`config.mk`:
```
export PLATFORM = sky130hd
export DESIGN_NAME = lockout_timer
export DESIGN_NICKNAME = d
export VERILOG_FILES = /design/src/rtl/lockout_pkg.sv /design/src/rtl/bcd_down_digit.sv /design/src/rtl/lockout_timer.sv
export SDC_FILE = /design/constraint.sdc
export NUM_CORES = 1
export LEC_CHECK = 0
export CORE_ASPECT_RATIO = 1.75
export CORE_MARGIN = 2
export CORE_UTILIZATION = 40
export DETAILED_ROUTE_END_ITERATION = 12
export GPL_ROUTABILITY_DRIVEN = 0
export PLACE_DENSITY = 0.72
export SYNTH_ARGS = -nofsm -noshare
export SYNTH_HDL_FRONTEND = slang
export SYNTH_SLANG_ARGS = --single-unit
```
`constraint.sdc`:
```
create_clock -name clk -period 2.45 [get_ports clk]
set_clock_uncertainty 0.15 [all_clocks]
set_input_delay 0.735 -clock clk [delete_from_list [all_inputs] [get_ports clk]]
set_output_delay 0.735 -clock clk [all_outputs]
set_load 0.01 [all_outputs]
```
`src/rtl/lockout_pkg.sv`:
```
// Shared types for the lockout timer: FSM state encoding, BCD digit width and digit modulus helper.
// Pure declarations; no logic or timing of its own.
package lockout_pkg;

  typedef enum logic [1:0] {
    ST_IDLE  = 2'd0,
    ST_RUN   = 2'd1,
    ST_PAUSE = 2'd2,
    ST_DONE  = 2'd3
  } state_e;

  localparam int DIGIT_W = 4;

  // In mm:ss layout the tens-of-seconds and tens-of-minutes digits (odd indices) are mod 6.
  function automatic logic [3:0] digit_mod(input int idx, input bit time_fmt);
    return (time_fmt && idx[0]) ? 4'd6 : 4'd10;
  endfunction

endpackage

```
`src/rtl/bcd_down_digit.sv`:
```
// One mod-MOD BCD down digit with clamped load; updates one cycle after load/dec.
// No backpressure: load and dec are acted on in the cycle they are sampled.
module bcd_down_digit
  import lockout_pkg::*;
#(
  parameter logic [3:0] MOD = 4'd10
) (
  input  logic               clk,
  input  logic               rst_n,
  input  logic               load,
  input  logic [DIGIT_W-1:0] load_digit,
  input  logic               dec,
  output logic [DIGIT_W-1:0] digit,
  output logic               is_zero,
  output logic               borrow
);

  localparam logic [3:0] MAX = MOD - 4'd1;

  logic [DIGIT_W-1:0] digit_q, digit_d;

  assign digit   = digit_q;
  assign is_zero = (digit_q == '0);
  assign borrow  = dec & is_zero;

  always_comb begin
    digit_d = digit_q;
    if (load) begin
      digit_d = (load_digit > MAX) ? MAX : load_digit;
    end else if (dec) begin
      digit_d = is_zero ? MAX : digit_q - 4'd1;
    end
  end

  always_ff @(posedge clk or negedge rst_n) begin
    if (!rst_n) begin
      digit_q <= '0;
    end else begin
      digit_q <= digit_d;
    end
  end

endmodule

```
`src/rtl/lockout_timer.sv`:
```
// Loadable BCD down-counter with IDLE/RUN/PAUSE/DONE control; commands take effect one cycle later.
// No backpressure: commands are prioritised load > stop > start > tick and never stall.
module lockout_timer
  import lockout_pkg::*;
#(
  parameter int DIGITS   = 4,
  parameter bit TIME_FMT = 1'b1
) (
  input  logic                      clk,
  input  logic                      rst_n,
  input  logic                      tick,
  input  logic                      load,
  input  logic [DIGIT_W*DIGITS-1:0] load_val,
  input  logic                      start,
  input  logic                      stop,
  output logic [DIGIT_W*DIGITS-1:0] count,
  output logic                      running,
  output logic                      zero,
  output logic                      expired
);

  state_e state_q, state_d;
  logic   running_q, running_d;
  logic   expired_q, expired_d;
  logic   dec0;
  logic   underflow;
  logic   upper_zero;
  logic   count_is_one;
  logic [DIGITS-1:0] dig_zero;

  for (genvar i = 0; i < DIGITS; i++) begin : g_dig
    logic dec_w;
    logic borrow_w;

    if (i == 0) begin : g_lsd
      assign dec_w = dec0;
    end else begin : g_chain
      assign dec_w = g_dig[i-1].borrow_w;
    end

    bcd_down_digit #(
      .MOD(digit_mod(i, TIME_FMT))
    ) u_digit (
      .clk       (clk),
      .rst_n     (rst_n),
      .load      (load),
      .load_digit(load_val[DIGIT_W*i +: DIGIT_W]),
      .dec       (dec_w),
      .digit     (count[DIGIT_W*i +: DIGIT_W]),
      .is_zero   (dig_zero[i]),
      .borrow    (borrow_w)
    );
  end

  // A borrow out of the top digit would mean wrapping past zero; treat it as terminal.
  assign underflow = g_dig[DIGITS-1].borrow_w;
  assign zero      = &dig_zero;
  assign running   = running_q;
  assign expired   = expired_q;

  always_comb begin
    upper_zero = 1'b1;
    for (int i = 1; i < DIGITS; i++) begin
      upper_zero = upper_zero & dig_zero[i];
    end
    count_is_one = upper_zero && (count[DIGIT_W-1:0] == 4'd1);
  end

  always_comb begin
    state_d   = state_q;
    dec0      = 1'b0;
    expired_d = 1'b0;
    if (load) begin
      state_d = ST_IDLE;
    end else if (stop) begin
      if (state_q == ST_RUN) begin
        state_d = ST_PAUSE;
      end
    end else if (start) begin
      if ((state_q == ST_IDLE || state_q == ST_PAUSE) && !zero) begin
        state_d = ST_RUN;
      end
    end else if (tick && state_q == ST_RUN) begin
      dec0 = !zero;
      if (count_is_one || underflow) begin
        state_d   = ST_DONE;
        expired_d = 1'b1;
      end
    end
    running_d = (state_d == ST_RUN);
  end

  always_ff @(posedge clk or negedge rst_n) begin
    if (!rst_n) begin
      state_q   <= ST_IDLE;
      running_q <= 1'b0;
      expired_q <= 1'b0;
    end else begin
      state_q   <= state_d;
      running_q <= running_d;
      expired_q <= expired_d;
    end
  end

endmodule

```
==> metrics.md <==
| Metric | Value |
|---|---|
| Outcome | complete, but fails checks |
| Failing checks | negative setup slack |
| # nets final | 230 |
| Clock Latency Late Sink | 250 ps |
| Vias in the first global route | 1317 |
| Finished Layout Cells | 235 |
| Post-Syn Area | 1220 sq um |
| Residual DRC | 0 |
| Power per standard cell area | 444 nW/um^2 |
| Commonest non-fill, non-tap cell in the layout | clkdlybuf4s50_1 |
| PortBufs | 40 |
| # rows | 26 |
| Tightest Pin Transition | 311 ps |
| Nature of the critical path endpoint | primary output |
| CTS Sinks | 20 |
| GRT overflow | 0 |
| Htree depth | 1 |
| Final WS setup | -199 ps |
| All-Layer GR Usage | 20.7% |
| Worst EP arrival | 1760 ps |
| Minimum clock period | 2650 ps |
| Die Ht | 77.2 um |
| Core Area | 2930 sq um |
| Mean post-synth cell area | 9.13 sq um |
| Diodes inserted | 0 |
| Detailed router's first-iteration violation count | 28 |
| Final period util | 108% |
| Ys flop type | dfrtp_1 |
| Initial antenna violation count | 0 |
| Syn Nets | 156 |
| Area delta synth->final | 62.1% |
| Vias/cell | 5.42 |
| Layout cells sized above 1 | 24.6% |
| Warnings, synthesis | 0 |
| CTS Hold Bufs | 0 |
| Post-synth EDFFs | 0 |
| Worst Path Max Fanout | 2 |
| Syn Inst Count | 134 |
| Clock Tree Root | clkbuf_8 |
| CTS tree | built |
| Post-synthesis sequential area ratio | 40.9% |
| Hold Worst Slack | 471 ps |
| Fmax | 378 MHz |
| CP startpoint kind | flop |
| Post-route ant nets | 0 |
| Inserted Clock Buffers | 3 |
| # IOs | 41 |
| DR pass1 iterations | 5 |
| Cell Area, Placed | 1890 sq um |
| Setup_tns | -199 ps |
| Clock transition at the registers of the reported paths | 70 ps |
| Max rail drop VDD | 0.352 mV |
| Max clock buf depth | 2 |
| RSZ-0062 raised after global routing | yes |
| Req. time, crit path | 1560 ps |
| WS Path Type | reg -> out |
| Leak | 0.813 nW |
| Die Area | 3540 sq um |
| Slew margin rel. | 79.1% |
| Max Cap Viol | 0 |
| Wire length of the first global-routing pass | 5650 um |
| Yosys reg bits | 20 |
| Die Wd | 45.8 um |
| Hold WC Path Type | reg -> reg |
| Final standard cell area without fillers | 1980 sq um |
| Dpl cells | 231 |
| Routed wire length | 3300 um |
| Distinct cell type count after synthesis | 41 |
| Pin count of the biggest net entering global routing | 21 |
| Ys async rst share | 100% |
| Final Hold Vio Count | 0 |
| R2r setup slk | 90 ps |
| Postcts setup bufs | 0 |
| Final setup viols | 1 |
| Initial Util | 41.8% |
| Detailed Place HPWL | 2660 um |
| Slew Limit Fails | 0 |
| FILL cells | 241 |
| Routed vias | 1273 |
| WL per Instance | 14.0 um |
| Commonest non-fill, non-tap cells in the layout | clkdlybuf4s50_1, buf_4, dfrtp_1 |
stage by stage:
step | utilization [%] | setup slack, ps | power (W)
2_1_floorplan | - | -5.32 | 0.000479
3_3_place_gp | 64.7 | -354 | 0.000628
3_5_place_dp | 64.7 | -381 | 0.000636
4_1_cts | 67.0 | -211 | 0.000887
5_1_grt | 67.7 | -262 | 0.000938
6_report | 67.7 | -199 | 0.000880
synthesized netlist by cell type (all sizes together), types with 2 or more instances:
library cell,n,area (sq um)
o21ai,13,65.1
nand2,12,45.0
nor3,9,45.0
a211o,3,26.3
nor2b,3,18.8
a21oi,5,25.0
dfrtp,20,500
o22a,2,17.5
nand3,2,10.0
nor2,15,56.3
nor4,5,73.8
o21a,2,15.0
or3,2,12.5
xnor2,3,26.3
clkbuf,3,11.3
o22ai,2,12.5
or2,2,12.5
o21bai,3,22.5
inv,4,15.0
mux2i,6,60.1
layout make-up:
class                           count  area, sq um  share of cell area (%)
Timing Repair Buffer               73          649                    32.7
Sequential cell                    20          502                    25.3
Multi-Input combinational cell    106          727                    36.7
Inverter                            4         15.0                   0.757
Tap cell                           28         35.0                    1.77
Clock buffer                        4         55.1                    2.78
per-layer routing:
layer | vias to the layer above | routed length, um | track usage [%]
met4 | 0 | 19 | 5.71
met1 | 608 | 1280 | 23.6
met2 | 26 | 1900 | 37.6
li1 | 637 | - | -
met3 | 2 | 100 | 2.82
met5 | - | 0 | 0
final timing paths:
kind                       cells past startpoint                        end                       from
max in group asynchronous                      2  g_dig[0].u_digit.digit[0]                      rst_n
setup / recovery                               4                       zero  g_dig[0].u_digit.digit[0]
min in group asynchronous                      2  g_dig[2].u_digit.digit[2]                      rst_n
hold / removal                                 2                 state_q[0]                 state_q[0]
hold reg to reg                                2                 state_q[0]                 state_q[0]
setup reg to reg                               6  g_dig[2].u_digit.digit[2]  g_dig[0].u_digit.digit[0]
critical path, stage by stage (launching register included):
cell     delay [ps]
dfrtp_2         410
or4_4           530
or3_4           360
nor2_4          110
buf_6           110
flip-flops by register name, summed over array words and instances (netlist names):
signal / cells
g_dig.u_digit.digit: 16
running: 1
expired: 1
state_q: 2
power breakdown:
part | internal [W] | switching (W) | leakage (nW)
combinational | 0.000150 | 0.000115 | 0.533
clock | 0.000143 | 0.000104 | 0.0288
sequential | 0.000353 | 0.0000156 | 0.251
total | 0.000646 | 0.000234 | 0.813
cell families after synthesis:
family                 after synthesis  synth area share, %
AO/OA/AOI/OAI                       37                 19.7
flip-flops                          20                 40.9
XOR/XNOR                             4                 2.86
buffers and inverters                8                 3.07
multiplexers                         6                 4.91
AND/OR/NAND/NOR                     59                 28.5
what timing repair did:
item,4_1_cts,5_1_grt
endpoints found under the setup margin,9,7
gates resized for setup,7,3
pin swaps,0,2
cloned,0,0
Note: power is estimated with default switching activity, not from simulation.
